--- src/rtl/raw_mb_fetch.sv ---
// Raw MB pixel fetch: walks a frame in MB raster order over a 64-bit luma + NV12 chroma memory.
// Latency: first word >= 2 cycles after frame_start_i; backpressure: pinc_i low stalls output, fetch runs on credits.

// Generic single-clock FIFO, power-of-two depth.
// Latency: a pushed word appears at head_dat the cycle after the push.
// Backpressure: none internally; the caller guarantees no push when full and no pop when empty.
module raw_mb_fetch_fifo #(
   parameter int W     = 64,
   parameter int DEPTH = 4
) (
   input  logic                   clk,
   input  logic                   rst_n,
   input  logic                   push_vld,
   input  logic [W-1:0]           push_dat,
   input  logic                   pop_vld,
   output logic [W-1:0]           head_dat,
   output logic                   empty,
   output logic [$clog2(DEPTH):0] cnt
);
   localparam int PTRW = $clog2(DEPTH);

   logic [W-1:0]    mem [DEPTH];
   logic [PTRW-1:0] wr_ptr;
   logic [PTRW-1:0] rd_ptr;

   always_ff @(posedge clk or negedge rst_n) begin
      if (!rst_n) begin
         for (int i = 0; i < DEPTH; i++) mem[i] <= '0;
         wr_ptr <= '0;
         rd_ptr <= '0;
         cnt    <= '0;
      end else begin
         if (push_vld) begin
            mem[wr_ptr] <= push_dat;
            wr_ptr      <= wr_ptr + 1'b1;
         end
         if (pop_vld) rd_ptr <= rd_ptr + 1'b1;
         case ({push_vld, pop_vld})
            2'b10:   cnt <= cnt + 1'b1;
            2'b01:   cnt <= cnt - 1'b1;
            default: cnt <= cnt;
         endcase
      end
   end

   assign head_dat = mem[rd_ptr];
   assign empty    = (cnt == '0);
endmodule

// Frame-side pixel source: 48 words per MB (32 luma, 16 interleaved UV), MB raster order.
// Latency: memory latency plus one FIFO stage; prefetch continues across MB boundaries.
// Backpressure: pinc_i low stalls pvalid_o; reads stop once FIFO occupancy + outstanding reaches FIFO_DEPTH.
module raw_mb_fetch #(
   parameter int BIT_DEPTH  = 8,
   parameter int AW         = 20,
   parameter int MBW        = 7,
   parameter int FIFO_DEPTH = 4
) (
   input  logic                   clk,
   input  logic                   rst_n,
   input  logic                   frame_start_i,
   input  logic [MBW-1:0]         pic_w_mb_i,
   input  logic [MBW-1:0]         pic_h_mb_i,
   input  logic [AW-1:0]          y_base_i,
   input  logic [AW-1:0]          uv_base_i,
   output logic                   busy_o,
   output logic                   frame_done_o,
   output logic [MBW-1:0]         mb_x_o,
   output logic [MBW-1:0]         mb_y_o,
   input  logic                   pinc_i,
   output logic                   pvalid_o,
   output logic [8*BIT_DEPTH-1:0] pdata_o,
   output logic                   mem_req_o,
   output logic [AW-1:0]          mem_addr_o,
   input  logic                   mem_gnt_i,
   input  logic                   mem_rvalid_i,
   input  logic [63:0]            mem_rdata_i
);
   localparam int PW = 8 * BIT_DEPTH;
   localparam int CW = $clog2(FIFO_DEPTH) + 1;
   localparam logic [5:0]     K_LUMA_LAST = 6'd31;
   localparam logic [5:0]     K_LAST      = 6'd47;
   localparam logic [MBW-1:0] MB_ONE      = MBW'(1);
   localparam logic [CW:0]    DEPTH_C     = (CW+1)'(FIFO_DEPTH);

   typedef enum logic [1:0] {S_IDLE, S_FETCH, S_DRAIN} state_t;
   state_t state_q, state_d;

   logic [MBW-1:0] w_q, h_q;
   logic [AW-1:0]  stride_q;
   logic [AW-1:0]  y_row_q;     // luma address of line 0 of the current request MB row
   logic [AW-1:0]  uv_row_q;    // chroma address of line 0 of the current request MB row
   logic [AW-1:0]  col_q;       // 2*mb_x of the request cursor
   logic [AW-1:0]  addr_q;
   logic [AW-1:0]  addr_nx;
   logic [5:0]     rq_k;
   logic [MBW-1:0] rq_x, rq_y;
   logic [5:0]     tx_k;
   logic [MBW-1:0] mb_x_q, mb_y_q;
   logic [CW-1:0]  outst_q;
   logic           done_q;

   logic           start, zero_dim, gnt, acc, credit_ok;
   logic           rq_x_last, rq_last, rq_k_last, tx_last;
   logic [CW-1:0]  fifo_cnt;
   logic           fifo_empty;
   logic [PW-1:0]  push_dat;
   logic [PW-1:0]  head_dat;

   assign start     = frame_start_i & (state_q == S_IDLE);
   assign zero_dim  = (pic_w_mb_i == '0) | (pic_h_mb_i == '0);
   assign gnt       = mem_req_o & mem_gnt_i;
   assign acc       = mem_rvalid_i & (outst_q != '0);
   assign credit_ok = ({1'b0, fifo_cnt} + {1'b0, outst_q}) < DEPTH_C;
   assign rq_x_last = (rq_x == w_q - MB_ONE);
   assign rq_last   = rq_x_last & (rq_y == h_q - MB_ONE);
   assign rq_k_last = (rq_k == K_LAST);
   assign tx_last   = (tx_k == K_LAST) & (mb_x_q == w_q - MB_ONE) & (mb_y_q == h_q - MB_ONE);
   assign pvalid_o  = pinc_i & ~fifo_empty;

   always_ff @(posedge clk or negedge rst_n) begin
      if (!rst_n) state_q <= S_IDLE;
      else        state_q <= state_d;
   end

   always_comb begin
      state_d   = state_q;
      mem_req_o = 1'b0;
      busy_o    = 1'b1;
      case (state_q)
         S_IDLE: begin
            busy_o = 1'b0;
            if (start & ~zero_dim) state_d = S_FETCH;
         end
         S_FETCH: begin
            mem_req_o = credit_ok;
            if (credit_ok & mem_gnt_i & rq_k_last & rq_last) state_d = S_DRAIN;
         end
         S_DRAIN: begin
            if (pvalid_o & tx_last) state_d = S_IDLE;
         end
         default: state_d = S_IDLE;
      endcase
   end

   // Words alternate left/right half of a 16-px line; odd words step down one line.
   always_comb begin
      addr_nx = addr_q + AW'(1);
      if (rq_k_last)
         addr_nx = rq_x_last ? (y_row_q + (stride_q << 4)) : (y_row_q + col_q + AW'(2));
      else if (rq_k == K_LUMA_LAST)
         addr_nx = uv_row_q + col_q;
      else if (rq_k[0])
         addr_nx = addr_q + stride_q - AW'(1);
   end

   always_ff @(posedge clk or negedge rst_n) begin
      if (!rst_n) begin
         w_q      <= '0;
         h_q      <= '0;
         stride_q <= '0;
         y_row_q  <= '0;
         uv_row_q <= '0;
         col_q    <= '0;
         addr_q   <= '0;
         rq_k     <= '0;
         rq_x     <= '0;
         rq_y     <= '0;
      end else if (start) begin
         w_q      <= pic_w_mb_i;
         h_q      <= pic_h_mb_i;
         stride_q <= AW'(pic_w_mb_i) << 1;
         y_row_q  <= y_base_i;
         uv_row_q <= uv_base_i;
         col_q    <= '0;
         addr_q   <= y_base_i;
         rq_k     <= '0;
         rq_x     <= '0;
         rq_y     <= '0;
      end else if (gnt) begin
         addr_q <= addr_nx;
         if (rq_k_last) begin
            rq_k <= '0;
            if (rq_x_last) begin
               rq_x     <= '0;
               rq_y     <= rq_y + MB_ONE;
               y_row_q  <= y_row_q + (stride_q << 4);
               uv_row_q <= uv_row_q + (stride_q << 3);
               col_q    <= '0;
            end else begin
               rq_x  <= rq_x + MB_ONE;
               col_q <= col_q + AW'(2);
            end
         end else begin
            rq_k <= rq_k + 6'd1;
         end
      end
   end

   always_ff @(posedge clk or negedge rst_n) begin
      if (!rst_n) begin
         tx_k    <= '0;
         mb_x_q  <= '0;
         mb_y_q  <= '0;
         outst_q <= '0;
         done_q  <= 1'b0;
      end else begin
         done_q <= (start & zero_dim) | ((state_q == S_DRAIN) & pvalid_o & tx_last);
         case ({gnt, acc})
            2'b10:   outst_q <= outst_q + 1'b1;
            2'b01:   outst_q <= outst_q - 1'b1;
            default: outst_q <= outst_q;
         endcase
         if (start) begin
            tx_k   <= '0;
            mb_x_q <= '0;
            mb_y_q <= '0;
         end else if (pvalid_o) begin
            if (tx_k == K_LAST) begin
               tx_k <= '0;
               if (tx_last) begin
                  mb_x_q <= '0;
                  mb_y_q <= '0;
               end else if (mb_x_q == w_q - MB_ONE) begin
                  mb_x_q <= '0;
                  mb_y_q <= mb_y_q + MB_ONE;
               end else begin
                  mb_x_q <= mb_x_q + MB_ONE;
               end
            end else begin
               tx_k <= tx_k + 6'd1;
            end
         end
      end
   end

   // Memory bytes are 8-bit pixels; widen each into its BIT_DEPTH slot, order preserved.
   for (genvar j = 0; j < 8; j++) begin : g_pix
      assign push_dat[j*BIT_DEPTH +: BIT_DEPTH] = BIT_DEPTH'(mem_rdata_i[j*8 +: 8]);
   end

   raw_mb_fetch_fifo #(.W(PW), .DEPTH(FIFO_DEPTH)) u_fifo (
      .clk      (clk),
      .rst_n    (rst_n),
      .push_vld (acc),
      .push_dat (push_dat),
      .pop_vld  (pvalid_o),
      .head_dat (head_dat),
      .empty    (fifo_empty),
      .cnt      (fifo_cnt)
   );

   assign pdata_o      = head_dat;
   assign mb_x_o       = mb_x_q;
   assign mb_y_o       = mb_y_q;
   assign mem_addr_o   = addr_q;
   assign frame_done_o = done_q;
endmodule

--- config.mk ---
export PLATFORM = sky130hd
export DESIGN_NAME = raw_mb_fetch
export DESIGN_NICKNAME = d
export VERILOG_FILES = /design/src/rtl/raw_mb_fetch.sv
export SDC_FILE = /design/constraint.sdc
export NUM_CORES = 1
export LEC_CHECK = 0
export ABC_AREA = 1
export BUFFER_PORTS_ARGS = -buffer_cell sky130_fd_sc_hd__buf_2
export CORE_MARGIN = 10
export CORE_UTILIZATION = 40
export CTS_CLUSTER_SIZE = 40
export DETAILED_ROUTE_END_ITERATION = 10
export GPL_ROUTABILITY_DRIVEN = 0
export PLACE_DENSITY = 0.64
export REMOVE_ABC_BUFFERS = 1
export SETUP_SLACK_MARGIN = 0.02
export SKIP_CTS_REPAIR_TIMING = 1
export SLEW_MARGIN = 20
export SYNTH_ARGS = -nofsm -noshare
export SYNTH_HDL_FRONTEND = slang
export SYNTH_HIERARCHICAL = 1
export SYNTH_SLANG_ARGS = --single-unit
--- constraint.sdc ---
create_clock -name clk -period 3 [get_ports clk]
set_clock_uncertainty 0.2 [all_clocks]
set_input_delay 0.6 -clock clk [delete_from_list [all_inputs] [get_ports clk]]
set_output_delay 0.6 -clock clk [all_outputs]
set_load 0.005 [all_outputs]
======== Word level (Yosys, flattened, before mapping) ========
Index checks and enable logic that the tools add are counted.
cells by class
  $add $sub $neg .......................... 24
  order comparisons ....................... 4
  equal/unequal tests ..................... 16
  mux-type cells .......................... 56
  bitwise logic cells ..................... 21
  reductions and logical operators ........ 19
operator list
  operator               number
  $mux 20                18
  $bwmux 256             1
  $mux 64                3
  $bmux 64 s2            1
  $demux 64 s2           1
  $mux 7                 18
  $add 20x2->20 const B  2
  $add 20x20->20         2
  $mux 6                 6
  $add 7x1->7 const B    4
  $eq 7x7->1             4
  $add 20x1->20 const B  1
  $add 20x11->20         1
  $add 20x12->20         1
  $add 20x8->20          1
  $sub 20x1->20 const B  1
  $and 1x1->1            15
  $logic_not 7->1        2
  $reduce_bool 2->1      7
  $sub 7x1->7 const B    2
  $add 6x1->6 const B    2
  $eq 6x6->1 const B     2
  $pmux 3 s2             2
  $reduce_and 3->1       3
  other kinds (23)       40
word-level totals
  register bits ........................... 403
  input port bits ......................... 124
  output and inout port bits .............. 102

======== Depth between registers and ports, before layout ========
  depth in word-level cells ............... 8
  gate-level depth with buffers ........... 19
  gate-level depth less buffers ........... 19

======== By module ========
The synthesis kept the hierarchy.
by module, submodules not included
  module             instances  cells an instance  area each (um^2)  seq. area each (um^2)
  raw_mb_fetch       1          2,026              13,121.3          3,478.3
  raw_mb_fetch_fifo  1          1,423              13,090.1          6,581.3

======== Least setup slack after synthesis ========
OpenSTA, ideal clock, no wires.
  path kind ............................... register -> register
  from .................................... register stride_q[1]
  to ...................................... register addr_q[15] (netlist: mem_addr_o[15])
  library setup time ...................... 77 ps
  data arrival time ....................... 2,436 ps
  path slack .............................. 287 ps
  cell stages (with the launch flop) ...... 18
  clock period less this slack ............ 2,713 ps
  path through ............................ dfrtp_1 -> inv_2 -> ha_1 -> inv_1 -> ha_1 -> inv_1 -> fa_1 -> o21ai_0 -> nand2_1 -> nand2_1 -> nand2_1 -> nand3_1 -> nand3_1 -> nand2_1 -> nand2_1 -> nand2_1 -> nand2_1 -> a21oi_1
between the ends
  word-level cells in the longest chain between the ends .. 7
  elaborated cells between the ends (all ways) .. 11
RTL lines
  item                      RTL line  RTL
  start: declaration        90        logic [AW-1:0] stride_q;
  start signal: assignment  172       stride_q <= AW'(pic_w_mb_i) << 1;
  $add 20x8->20             154       addr_nx = addr_q + stride_q - AW'(1);
  $sub 20x1->20             154
  $mux 20                   153       else if (rq_k[0])
  $mux 20                   151       else if (rq_k == K_LUMA_LAST)
  $mux 20 (*)               149       if (rq_k_last)
  $mux 20 (*)               180       end else if (gnt) begin
  $mux 20 (*)               169       end else if (start) begin
  end signal: assignment    176       addr_q <= y_base_i;
  end signal: assignment    181       addr_q <= addr_nx;
  end: declaration          94        logic [AW-1:0] addr_q;
Mark *: on every way between the ends. The rest lies on a longest branch, timed or not. The select of a mux whose other input is x is not followed.
A chain may end at the register's enable or synchronous reset.

======== Worst setup path in the final report ========
  from .................................... register stride_q[1]
  to ...................................... register addr_q[19] (netlist: mem_addr_o[19])
Same word-level chain as after synthesis.

==> run summary <==
In this run the critical register-to-register path is launched from stride_q[1]$_DFFE_PN0P_. Setup repair after global routing could not meet its margin everywhere. In this run the static leakage power is 0.0156 µW. The power density relative to cell area came out at 942 nW/µm². The tools report the startpoint of the most critical setup path as stride_q[1]$_DFFE_PN0P_.

The number of antenna violations at the first check in global routing came out at 4. The clock root buffer was sky130_fd_sc_hd__clkbuf_16. The filler cells instantiated in the layout total 6606.

At the worst endpoint, the arrival time is 3.17 ns. Combinational cells account for 47.9% of the total power. The global routing's busiest layer is met2.

The flow ran to the end, and the final reports show no timing, DRC or antenna violations. Clock latency on the worst-skew pair, taken at its later pin, is 0.62 ns. The synthesized area divided by synthesized cell count is 7.60 µm².

The count of vias placed by the detailed router was 23400; the buffer depth of the longest clock path was 3. The worst setup path is launched from a register. In the global route stage, met2 resource usage came out at 32.0%. Setup violations remaining at the end of the flow were counted as 0.

The area growth from synthesis to layout is 14.5%. Entering global routing, the biggest net connects 92 pins. The met1 usage in global routing came out at 27.8%.

Summing all multi-input logic gate instances after layout gives 13200 µm². The run gives 0 ns as the total negative slack for setup checks. Sequential cells were found to cover 38.4% of the synthesized design area.

The die outline width is 276 µm. The logs give 21.2% for the share of power burned in the clock network and 0.154 ns for the smallest setup slack after layout. Measured on the finished design, the core utilization comes to 46.4%.

The largest single stage delay on the critical path is 0.40 ns. 226 I/O pins were placed. The count of clock tree sinks came out at 402.

The tools report the final-report hold violation count as 0. Of all nets on the critical path, the largest fanout is 5. The most used flip-flop cell after synthesis is sky130_fd_sc_hd__dfrtp_1.

In this run the tightest slew margin relative to its limit is 50.6%. The kind of end point of the critical path was a register. In this run, synthesis produced a sequential element count of 402. Once detail routing completed, the nets flagged for antenna violations numbered 0. After global routing the overflow that remains totals 0.

The die covers 76200 µm². The critical path goes through buf_4, ha_1, inv_1, fa_1, nand3b_1, nand2_1, nand2_1, o211ai_1, buf_4, nand2_1, nand2_1, nand2_1, nand2_1, nand2_1, nor2_1, nor2_1, a21oi_1. Port buffering added 225 buffers. The fraction of layout instances using a drive strength above 1 works out to 16.4%. Detailed placement finished with a half-perimeter wire length of 57.2 mm.

Dominant cell type by count on the critical path: sky130_fd_sc_hd__nand2_1. The H-tree was split into 2 levels. After clock tree synthesis, the clock-pin slew on the worst setup and hold paths is 0.06 ns. The kind of path behind the tightest hold check is input port to register. The number of library cell types mapped by synthesis was 52; the final layout net count was 3932. For the total standard cell area after synthesis, the log shows 26200 µm².

The most critical setup path has its endpoint at mem_addr_o[19]$_DFFE_PN0P_. After detailed routing, the average wire length per cell comes to 17.1 µm. For the internal reg-to-reg setup slack, the log shows 0.15 ns.

The total chip power is 28300 µW, and the initial standard-cell utilization of the core is 40.5%. Registers are responsible for 30.9% of the overall power. Synthesis handed over a netlist of 3449 instances. The top achievable clock speed was 0.351 GHz. On the critical path, the stage with the largest delay is an instance of sky130_fd_sc_hd__fa_1. The floorplan step defined a core boundary enclosing 64700 µm². Worst-margin pin slew: 0.740 ns.

The tools report the post-place setup slack as 0.126 ns. The total wire length after detailed routing was 78.0 mm. STA puts the critical path data required time at 3.33 ns. Via density per instance: 5.11. The classification of the worst setup path is register to register.

The run gives 3.47% as the met3 track demand over resource in global routing. The Yosys step of the flow raised 6 warnings. The post-layout minimum cycle time came out at 2.85 ns. From bottom edge to top edge, the die measures 276 µm.

The internal power of the cells is 16200 µW, and the depth of the most critical reg-to-reg path is 17. The first global-routing pass estimated 123 mm of wire. The floorplan has 93 rows.

Global routing used 20.1% of the available tracks across all layers. TritonCTS built the clock tree. The tools report the destination of the worst register-to-register timing path as mem_addr_o[19]$_DFFE_PN0P_. After the first detailed-routing iteration, the DRC count stood at 2049. The logs give 0 for the number of pins with negative max-slew slack in the final report and 0 for the total DRC errors in the routed layout. The peak supply drop came out at 0.542 mV. The number of global-route vias before repair is 22200, and the switching share of total power is 42.7%. The tools report the switching power summed over all nets as 12100 µW.

Counting flops with a built-in enable in the synthesized netlist gives 0. For the register cell area after layout, the log shows 10100 µm². After layout, the worst path uses 94.9% of the clock period.

The tools report the clock buffer count from CTS as 48. The number of max-capacitance violations reported was 0; the post-synthesis async set-or-reset flop share was 100%. Before antenna repair, the detailed router went through 6 iterations.
## Yosys cell counts, drive strengths merged, types with 2 or more instances
cell type | n | share of area [%]
o21a | 2 | 0.057
nand4 | 26 | 0.62
o21ai | 368 | 9.3
buf | 123 | 4.4
o22ai | 8 | 0.19
or2 | 8 | 0.19
o21bai | 4 | 0.11
ha | 121 | 5.8
nor4 | 7 | 0.17
nand3 | 191 | 3.7
inv | 468 | 6.7
fa | 7 | 0.53
a211oi | 4 | 0.11
a22oi | 4 | 0.11
and2 | 3 | 0.072
xor2 | 63 | 2.1
a31oi | 19 | 0.45
a21oi | 120 | 2.3
dfrtp | 402 | 38
o211ai | 137 | 3.9
nor2 | 194 | 2.9
clkbuf | 22 | 0.32
nand3b | 11 | 0.32
nor3 | 31 | 0.59
o31ai | 4 | 0.11
xnor2 | 20 | 0.67
nand2 | 1071 | 16
## registers in the layout (all words and copies together) (netlist names), 19 cells and up
register and flops:
y_row_q 20, u_fifo/mem 256, uv_row_q 20, col_q 19, mem_addr_o 20
## worst max-delay path, delay by kind of cell, from the launching register on
family | cells | cell delay, ns
buffers and inverters | 3 | 0.45
adder cells (fa/ha/maj) | 2 | 0.58
AO/OA/AOI/OAI | 2 | 0.35
AND/OR/NAND/NOR | 10 | 0.80
flip-flops | 1 | 0.38
## stage by stage
stage	cell area, µm²	std cells	hold WS (ns)
global placement	28200	4478	0.265
global route	30000	4572	0.0127
floorplan	25000	3305	0.104
detailed placement	28200	4478	0.268
CTS	29900	4565	-0.359
finish	30000	4575	0.0305
## logic make-up after synthesis
| group | count (synthesis) | synth area share [%] |
|---|---|---|
| other | 1 | 0.0143 |
| adder cells (fa/ha/maj) | 128 | 6.31 |
| AO/OA/AOI/OAI | 676 | 16.9 |
| XOR/XNOR | 83 | 2.77 |
| AND/OR/NAND/NOR | 1546 | 24.2 |
| buffers and inverters | 613 | 11.4 |
| flip-flops | 402 | 38.4 |
## cell type report
| class | count | share of cell area [%] |
|---|---|---|
| clock buffers | 73 | 4.85 |
| well taps | 855 | 3.56 |
| repair buffers | 325 | 7.42 |
| clock inverters | 14 | 0.684 |
| diodes | 3 | 0.0250 |
| multi-input cells | 2435 | 44.0 |
| flip-flops and latches | 402 | 33.5 |
| inverters | 468 | 5.89 |
## how the worst min path moves through the flow
stage	end	startpoint	depth (start not counted)
finish	uv_row_q[1]$_DFFE_PN0P_	uv_base_i[1]	3
global route	uv_row_q[1]$_DFFE_PN0P_	uv_base_i[1]	3
CTS	u_fifo/mem[189]$_DFFE_PN0P_	rst_n	1
detailed placement	u_fifo/mem[27]$_DFFE_PN0P_	u_fifo/mem[27]$_DFFE_PN0P_	2
global placement	u_fifo/mem[176]$_DFFE_PN0P_	u_fifo/mem[176]$_DFFE_PN0P_	2
floorplan	col_q[10]$_DFFE_PN0P_	rst_n	0
## power groups by stage
stage / Sequential (µW) / Combinational [µW] / Clock [µW]
floorplan: 8820 / 8310 / 0
global placement: 8790 / 13200 / 0
detailed placement: 8850 / 13300 / 0
CTS: 8770 / 13400 / 6180
global route: 8990 / 15300 / 6400
finish: 8730 / 13500 / 6010
## placed cells by master, fill, tap and decap left out, types with 6 or more instances in the layout
cell                        netlist  final
sky130_fd_sc_hd__a21oi_1        120    120
sky130_fd_sc_hd__a31oi_1         19     18
sky130_fd_sc_hd__buf_12           0     25
sky130_fd_sc_hd__buf_2           30    224
sky130_fd_sc_hd__buf_4            2     71
sky130_fd_sc_hd__clkbuf_1        22      9
sky130_fd_sc_hd__clkbuf_16        0     49
sky130_fd_sc_hd__clkbuf_8         0     16
sky130_fd_sc_hd__clkinv_2         0      6
sky130_fd_sc_hd__dfrtp_1        402    397
sky130_fd_sc_hd__fa_1             7      7
sky130_fd_sc_hd__ha_1           121    119
sky130_fd_sc_hd__inv_1          461    458
sky130_fd_sc_hd__inv_2            5      7
sky130_fd_sc_hd__nand2_1       1063   1062
sky130_fd_sc_hd__nand3_1        189    188
sky130_fd_sc_hd__nand3b_1        11     11
sky130_fd_sc_hd__nand4_1         26     26
sky130_fd_sc_hd__nor2_1         183    182
sky130_fd_sc_hd__nor2_2           9     10
sky130_fd_sc_hd__nor3_1          31     31
sky130_fd_sc_hd__nor4_1           7      7
sky130_fd_sc_hd__o211ai_1       137    137
sky130_fd_sc_hd__o21ai_0        103    101
sky130_fd_sc_hd__o21ai_1        107    108
sky130_fd_sc_hd__o21ai_2        158    159
sky130_fd_sc_hd__o22ai_1          8      8
sky130_fd_sc_hd__or2_2            8      8
sky130_fd_sc_hd__xnor2_1         20     20
sky130_fd_sc_hd__xor2_1          63     63
## metal layers
layer,vias up,wire (µm)
met5,-,11
met2,697,35300
li1,11600,-
met3,127,5310
met1,10900,35500
met4,2,1920
(Power assumes the default switching activity.)
